--- config.mk ---
export PLATFORM = sky130hd
export DESIGN_NAME = regfile_hilo_md
export DESIGN_NICKNAME = d
export VERILOG_FILES = /design/src/rtl/regfile_hilo_md.sv
export SDC_FILE = /design/constraint.sdc
export NUM_CORES = 2
export LEC_CHECK = 0
export BUFFER_PORTS_ARGS = -buffer_cell sky130_fd_sc_hd__buf_2
export CAP_MARGIN = 20
export CORE_MARGIN = 5
export CORE_UTILIZATION = 50
export CTS_CLUSTER_DIAMETER = 30
export CTS_CLUSTER_SIZE = 16
export DETAILED_ROUTE_END_ITERATION = 10
export PLACE_DENSITY = 0.78
export REMOVE_ABC_BUFFERS = 1
export SYNTH_ARGS = -nofsm -noshare
export SYNTH_HDL_FRONTEND = slang
export SYNTH_SLANG_ARGS = --single-unit
--- constraint.sdc ---
create_clock -name CLK -period 5 [get_ports CLK]
set_clock_uncertainty 0.05 [all_clocks]
set_input_delay 0 -clock CLK [delete_from_list [all_inputs] [get_ports CLK]]
set_output_delay 0 -clock CLK [all_outputs]
set_load 0.05 [all_outputs]
--- src/rtl/regfile_hilo_md.sv ---
// Decode-stage register file with write bypass, optional zero register,
// and HI/LO registers fed by an iterative multiply/divide unit.
module regfile_hilo_md #(
    parameter int unsigned DATA_W   = 32,
    parameter int unsigned NREG     = 32,
    parameter int unsigned ADR_W    = 5,
    parameter int unsigned ZERO_REG = 1
) (
    input  logic              CLK,
    input  logic              RST,
    input  logic [ADR_W-1:0]  Radr1,
    input  logic [ADR_W-1:0]  Radr2,
    output logic [DATA_W-1:0] Rdata1,
    output logic [DATA_W-1:0] Rdata2,
    input  logic              WE,
    input  logic [ADR_W-1:0]  Wadr,
    input  logic [DATA_W-1:0] Wdata,
    input  logic              md_start,
    input  logic [1:0]        md_op,
    input  logic [DATA_W-1:0] md_a,
    input  logic [DATA_W-1:0] md_b,
    output logic              md_busy,
    output logic              md_done,
    input  logic              mthi_we,
    input  logic              mtlo_we,
    input  logic [DATA_W-1:0] mt_data,
    output logic [DATA_W-1:0] Hi,
    output logic [DATA_W-1:0] Lo
);

    localparam int unsigned CNT_W = $clog2(DATA_W);
    localparam int unsigned ACC_W = 2 * DATA_W;

    typedef enum logic [1:0] {
        S_IDLE = 2'd0,
        S_RUN  = 2'd1,
        S_FIX  = 2'd2
    } md_state_t;

    logic [DATA_W-1:0] regs [NREG];
    logic              wr_ok;

    md_state_t         state, state_n;
    logic [CNT_W-1:0]  cnt;
    logic [ACC_W-1:0]  acc;
    logic [DATA_W-1:0] opb;
    logic [1:0]        op_q;
    logic              sign_q, sign_r, bzero;
    logic              busy_q, done_q;
    logic [DATA_W-1:0] hi_q, lo_q;

    logic              sa, sb;
    logic [DATA_W-1:0] mag_a, mag_b;
    logic [DATA_W:0]   mul_sum, trial, diff;
    logic              ge;
    logic [DATA_W-1:0] rem_n;
    logic [ACC_W-1:0]  acc_step, prod;
    logic [DATA_W-1:0] quo, rem, res_hi, res_lo;

    // A write to register 0 is dropped when it is hard-wired to zero
    assign wr_ok = WE && !((ZERO_REG != 0) && (Wadr == '0));

    // GPR array write port
    always_ff @(posedge CLK or negedge RST) begin
        if (!RST) begin
            for (int unsigned i = 0; i < NREG; i++) regs[i] <= '0;
        end else if (wr_ok) begin
            regs[Wadr] <= Wdata;
        end
    end

    // Combinational read ports with write-to-read bypass
    always_comb begin
        Rdata1 = regs[Radr1];
        Rdata2 = regs[Radr2];
        if (wr_ok && (Wadr == Radr1)) Rdata1 = Wdata;
        if (wr_ok && (Wadr == Radr2)) Rdata2 = Wdata;
        if ((ZERO_REG != 0) && (Radr1 == '0)) Rdata1 = '0;
        if ((ZERO_REG != 0) && (Radr2 == '0)) Rdata2 = '0;
    end

    // md state register
    always_ff @(posedge CLK or negedge RST) begin
        if (!RST) state <= S_IDLE;
        else      state <= state_n;
    end

    // md next-state logic
    always_comb begin
        state_n = state;
        case (state)
            S_IDLE: if (md_start) state_n = S_RUN;
            S_RUN:  if (cnt == CNT_W'(DATA_W - 1)) state_n = S_FIX;
            S_FIX:  state_n = S_IDLE;
            default: state_n = S_IDLE;
        endcase
    end

    // Operand magnitudes, one shift-add / restoring-divide step, sign fix-up
    always_comb begin
        sa    = ~md_op[0] & md_a[DATA_W-1];
        sb    = ~md_op[0] & md_b[DATA_W-1];
        mag_a = sa ? (~md_a + DATA_W'(1)) : md_a;
        mag_b = sb ? (~md_b + DATA_W'(1)) : md_b;

        mul_sum = {1'b0, acc[ACC_W-1:DATA_W]} + (acc[0] ? {1'b0, opb} : '0);
        trial   = {acc[ACC_W-1:DATA_W], acc[DATA_W-1]};
        ge      = trial >= {1'b0, opb};
        diff    = trial - {1'b0, opb};
        rem_n   = ge ? diff[DATA_W-1:0] : trial[DATA_W-1:0];

        if (op_q[1]) acc_step = {rem_n, acc[DATA_W-2:0], ge};
        else         acc_step = {mul_sum, acc[DATA_W-1:1]};

        prod = acc;
        if (!op_q[0] && sign_q) prod = ~acc + ACC_W'(1);

        // Divide-by-zero keeps the all-ones quotient; remainder sign fix restores md_a
        quo = acc[DATA_W-1:0];
        rem = acc[ACC_W-1:DATA_W];
        if (!op_q[0] && sign_q && !bzero) quo = ~quo + DATA_W'(1);
        if (!op_q[0] && sign_r)           rem = ~rem + DATA_W'(1);

        res_hi = op_q[1] ? rem : prod[ACC_W-1:DATA_W];
        res_lo = op_q[1] ? quo : prod[DATA_W-1:0];
    end

    // md datapath, HI/LO registers and handshake flags
    always_ff @(posedge CLK or negedge RST) begin
        if (!RST) begin
            cnt    <= '0;
            acc    <= '0;
            opb    <= '0;
            op_q   <= '0;
            sign_q <= 1'b0;
            sign_r <= 1'b0;
            bzero  <= 1'b0;
            busy_q <= 1'b0;
            done_q <= 1'b0;
            hi_q   <= '0;
            lo_q   <= '0;
        end else begin
            busy_q <= (state_n != S_IDLE);
            done_q <= (state == S_FIX);
            case (state)
                S_IDLE: begin
                    if (md_start) begin
                        acc    <= {{DATA_W{1'b0}}, mag_a};
                        opb    <= mag_b;
                        op_q   <= md_op;
                        sign_q <= sa ^ sb;
                        sign_r <= sa;
                        bzero  <= (md_b == '0);
                        cnt    <= '0;
                    end
                    if (mthi_we) hi_q <= mt_data;
                    if (mtlo_we) lo_q <= mt_data;
                end
                S_RUN: begin
                    acc <= acc_step;
                    cnt <= cnt + CNT_W'(1);
                end
                S_FIX: begin
                    hi_q <= res_hi;
                    lo_q <= res_lo;
                end
                default: ;
            endcase
        end
    end

    assign md_busy = busy_q;
    assign md_done = done_q;
    assign Hi      = hi_q;
    assign Lo      = lo_q;

endmodule

# Word-level counts from Yosys, hierarchy flattened
# Index checks and enable logic that the tools add are counted.
dict set report totals {
  ff_bits 1198
}
dict set report op_classes {
  addsub 8
  magnitude_cmp 5
  n_eq_ne 8
  muxes 34
  n_bitwise 12
  n_reduce_logical 22
}
# cell n
set op_table {}
lappend op_table {{1024-bit bitwise mux} 1}
lappend op_table {{32-bit two-way mux} 19}
lappend op_table {{32-bit binary-select mux with 5-bit select} 2}
lappend op_table {{64-bit two-way mux} 3}
lappend op_table {{32-bit demux with 5-bit select} 1}
lappend op_table {{32-bit by 1-bit adder with 32-bit output, second input constant} 4}
lappend op_table {{32-bit inverter} 4}
lappend op_table {{32-bit one-hot mux with 2 select lines} 2}
lappend op_table {{64-bit one-hot mux with 2 select lines} 1}
lappend op_table {{64-bit by 1-bit adder with 64-bit output, second input constant} 1}
lappend op_table {{64-bit inverter} 1}
lappend op_table {{32-bit by 32-bit adder with 33-bit output} 1}
lappend op_table {{33-bit by 32-bit greater-or-equal comparator with 1-bit output} 1}
lappend op_table {{32-bit logical NOT} 1}
lappend op_table {{32-bit subtractor} 1}
lappend op_table {{6-bit greater-or-equal comparator, second input constant} 3}
lappend op_table {{5-bit inverter with 6-bit output} 3}
lappend op_table {{5-bit logical NOT} 3}
lappend op_table {{5-bit equality test} 2}
lappend op_table {{5-bit one-hot mux with 2 select lines} 1}
lappend op_table {{2-bit AND reduction} 4}
lappend op_table {{1-bit logical AND} 7}
lappend op_table {{6-bit by 1-bit < comparator with 1-bit output, second input constant} 1}
lappend op_table {{2-bit inequality test, second input constant} 3}
lappend op_table {{other kinds (13)} 19}

# Logic depth before layout (Yosys ltp)
dict set report depth {
  depth_word 6
  mapped_depth 14
  mapped_depth_nobuf 13
}

# Worst setup path after synthesis
# No wires, ideal clock.
dict set report synth_timing {
  path_kind {reg-to-reg}
  startpoint {register acc[0]}
  endpoint {register acc[63]}
  arrival_time_ps 3437
  required_time_ps 4815
  path_slack_ps 1378
  path_stages_with_launch 14
  path_buffers 1
  path_cell_list {dfrtp_1 > inv_1 > buf_1 > nor2_1 > ha_1 > nor2b_1 > o21ai_0 > a21oi_1 > o41ai_1 > a31oi_1 > o211a_1 > o41a_1 > a2111oi_0 > o41ai_1}
}
dict set report synth_via {
  elab_chain_len 4
}
# item line_no
set synth_lines {}
lappend synth_lines {{start, declared} 45} ;# logic [ACC_W-1:0] acc;
lappend synth_lines {{start signal, assigned} 148} ;# acc <= {{DATA_W{1'b0}}, mag_a};
lappend synth_lines {{start signal, assigned} 160} ;# acc <= acc_step;
lappend synth_lines {{32-bit two-way mux} 106} ;# mul_sum = {1'b0, acc[ACC_W-1:DATA_W]} + (acc[0] ? {1'b0, opb} : '0);
lappend synth_lines {{32-bit by 32-bit adder with 33-bit output} 106}
lappend synth_lines {{64-bit two-way mux} 112} ;# if (op_q[1]) acc_step = {rem_n, acc[DATA_W-2:0], ge};
lappend synth_lines {{64-bit one-hot mux with 2 select lines} 145} ;# case (state)
# Every way passes these cells.
# A chain may end at the register's enable or synchronous reset.

# Worst setup path after layout
dict set report layout_timing {
  startpoint {input port md_b[0]}
  endpoint {register opb[30]}
}
dict set report layout_via {
  elab_chain_len 3
}
# item line_no
set layout_lines {}
lappend layout_lines {{start, declared} 21} ;# input logic [DATA_W-1:0] md_b,
lappend layout_lines {{32-bit inverter} 104} ;# mag_b = sb ? (~md_b + DATA_W'(1)) : md_b;
lappend layout_lines {{32-bit by 1-bit adder with 32-bit output} 104}
lappend layout_lines {{32-bit two-way mux} 104}
lappend layout_lines {{end signal, assigned} 149} ;# opb <= mag_b;
lappend layout_lines {{end, declared} 46} ;# logic [DATA_W-1:0] opb;
# Every way passes these cells.

==> impl_metrics.csv <==
group,metric,value,unit
status,status,"finished clean",
routing,dr.pass1.iters,5,
logic_synthesis,synth_top_area_cell,"dfrtp_1",
power_and_ir_drop,peakVddDrop,0.000461,V
routing,vias,51298,
power_and_ir_drop,combPwrFrac,0.332,
grt,grt_pass1_wl,338000,um
floorplan,start_util,0.503,
cts,clk_pin_slew,50,ps
logic_synthesis,synth_compound_area_frac,0.0689,
worst_setup_path,end_kind,"flip-flop",
min_path,hp-class,"primary input to flip-flop",
grt,antenna_found_initial,3,
layout,final_nets,5884,
power_and_ir_drop,leakage,36.2,nW
floorplan,rows,136,
timing,tightest_slew,1180,ps
floorplan,fp.dieW,382,um
placement,hpwl,133000,um
worst_setup_path,cp.required,5670,ps
routing,routedWlPerCell,29.2,um
grt,met2_usage,0.487,
logic_synthesis,avgSynthCellArea,13.0,um^2
worst_setup_path,crit_type,"primary input to flip-flop",
flow_run,maxCapViolations,0,
worst_setup_path,startpoint_type,"primary input",
routing,drt.antenna.violating_nets,0,
worst_setup_path,cp_max_fo,4,
logic_synthesis,synth-main-ff-cell,"dfrtp_1",
logic_synthesis,synth_fa_ha_area_frac,0.0133,
layout,stdcell_area,83200,um^2
cts,cts_buffer_depth,3,
power_and_ir_drop,switchingPower,0.0166,W
logic_synthesis,yosys-top-cells-area,"dfrtp_1 43%, mux4_2 19%, mux2_2 16%",
logic_synthesis,yosys.area_share.simple,0.0514,
routing,via_per_inst,6.70,
cts,cts_tree,"done",
power_and_ir_drop,seqPwrFrac,0.309,
grt,grt_max_degree,184,
cts,cts_buffers,231,
logic_synthesis,synth_xor_area_frac,0.0221,
power_and_ir_drop,p_sw_frac,0.359,
placement,pre_cts_slack,1090,ps
power_and_ir_drop,powerDensity,555,nW/um^2
timing,setup_violations,0,
grt,busiest_layer,"met2",
logic_synthesis,yosysSeqAreaShare,0.434,
placement,place.gp.congestion,0.975,
logic_synthesis,synth_common_cells,"1198 x dfrtp_1, 992 x mux2_2, 598 x mux4_2",
grt,grt_pass1_vias,54385,
logic_synthesis,synth_cell_types,73,
logic_synthesis,yosysWarnings,0,
floorplan,dieArea,146000,um^2
timing,fmax,217,MHz
timing,fin_crit_sh,0.921,
timing,hold_viol_final,0,
logic_synthesis,synth-async-reset-ratio,1.00,
layout,syn_to_final_growth,20.4,%
timing,report.final.slew_viol_count,0,
routing,routed_wl,224000,um
cts,worstSkewPairLatency,850,ps
timing,fin_ws,393,ps
worst_setup_path,cp.arrival,5280,ps
floorplan,core_area,137000,um^2
layout,drive_gt1_frac,0.423,
placement,postPlaceCellArea,72300,um^2
logic_synthesis,synth.area.mux_share,0.379,
grt,use_met3,0.0781,
timing,setup_tns,0,ps
logic_synthesis,ys_seq_elements,1198,
cts,htreeDepth,4,
logic_synthesis,synth-edff-count,0,
floorplan,ios,281,
logic_synthesis,synth_top_family_by_area,"multiplexers",
logic_synthesis,synth_most_common_cell,"dfrtp_1",
timing,rsz0062_at_grt,"false",
timing,fin_crit,4610,ps
power_and_ir_drop,internal_power,0.0296,W
cts,clock_sinks,1198,
power_and_ir_drop,clock_power_share,0.359,
cts,cts_setup_buffers,0,
logic_synthesis,syn_area,69100,um^2
logic_synthesis,synth_top_cell_area_share,0.434,
routing,initialDrtViolationCount,5657,
floorplan,die_height,382,um
grt,grt.overflow.total,0,
cts,cts_root_buffer,"clkbuf_16",
routing,drc,0,
timing,slew_headroom,0.211,
placement,io_buffers,280,
grt,gr-usage-all-layers,0.303,
logic_synthesis,syn-instance-count,5297,
grt,grt_use_met1,0.372,
flip-flops by register name, indices dropped and copies added, names as in the netlist, 2 cells and up:
| register | cells |
|---|---|
| Hi | 32 |
| Lo | 32 |
| acc | 64 |
| cnt | 5 |
| op_q | 2 |
| opb | 32 |
| regs | 1024 |
| state | 2 |
kinds of logic after synthesis:
logic type,Yosys count
AND/OR/NAND/NOR,768
flip-flops,1198
multiplexers,1743
adder cells (fa/ha/maj),72
XOR/XNOR,174
AO/OA/AOI/OAI,755
buffers and inverters,587
area by class of cell:
cell class	count	area (um^2)
antenna	1	2.50
clock buffer	276	6250
clock inverter	162	2230
fill	9848	54300
inverter	75	282
multi-input combinational	3512	37100
sequential	1198	30000
tap	1794	2240
timing repair buffer	643	5110
timing repair:
action,in CTS,in global routing
hold buffers,236,0
endpoints found under the setup margin,0,1
gates resized for setup,0,1
hold endpoints to repair,2335,0
final timing paths:
check                           startpoint    endpoint  slack [ps]  cells past startpoint
worst max register to register      acc[0]     acc[63]         900                     13
max in group asynchronous              RST   regs[937]        3510                      4
worst max-delay path               md_b[0]     opb[30]         390                     16
min in group asynchronous              RST   regs[595]         470                      4
worst min-delay path               md_a[0]      acc[0]          40                      4
worst min register to register  regs[1022]  regs[1022]         340                      0
power groups by stage:
stage          Combinational, W  Sequential (W)  Clock, W
2_1_floorplan           0.00986          0.0144         0
3_3_place_gp             0.0145          0.0140         0
3_5_place_dp             0.0147          0.0142         0
4_1_cts                  0.0151          0.0141    0.0166
5_1_grt                  0.0165          0.0145    0.0171
6_report                 0.0154          0.0143    0.0166
routing by layer:
layer	vias up	share of wire	wire length, um
met5	-	0.00015	34
met4	4	0.063	14200
met3	842	0.095	21300
met2	3085	0.48	107000
met1	26448	0.36	81500
li1	20919	-	-
metrics by stage:
step	instances	total power, W	util	hold WS [ps]
2_1_floorplan	4785	0.0242	-	-346
3_3_place_gp	6979	0.0285	0.525	-52.7
3_5_place_dp	6983	0.0289	0.526	-50.1
4_1_cts	7657	0.0459	0.605	0.341
5_1_grt	7661	0.0481	0.605	27.6
6_report	7661	0.0462	0.605	43.0
worst max-delay path, cell delays in order:
cell,delay (ps)
dlygate4sd3_1,540
buf_2,130
dlygate4sd3_1,560
inv_1,130
ha_1,220
nand2b_1,110
nor4_1,580
nand3b_1,330
nor4_2,410
nand3_1,220
or2_2,370
o41ai_1,250
dlygate4sd3_1,620
xor2_1,150
o21ai_0,80
dlygate4sd3_1,570
cell usage in the layout, fill, tap and decap left out, drive strengths merged, types with 19 or more instances in the layout:
cell / synthesis / routed
a211oi: 126 / 126
a21o: 36 / 36
a21oi: 185 / 185
a31oi: 19 / 19
buf: 122 / 408
bufinv: 0 / 33
clkbuf: 390 / 276
clkinv: 0 / 70
clkinvlp: 0 / 29
dfrtp: 1198 / 1198
dlygate4sd3: 0 / 235
ha: 70 / 70
inv: 75 / 105
mux2: 992 / 992
mux2i: 153 / 153
mux4: 598 / 598
nand2: 273 / 273
nand3: 32 / 32
nor2: 236 / 236
nor2b: 48 / 48
nor3: 36 / 36
o21ai: 226 / 226
o31ai: 32 / 32
or3: 21 / 21
xnor2: 97 / 97
xor2: 77 / 77
No activity file was read; power rests on OpenSTA's default activity.
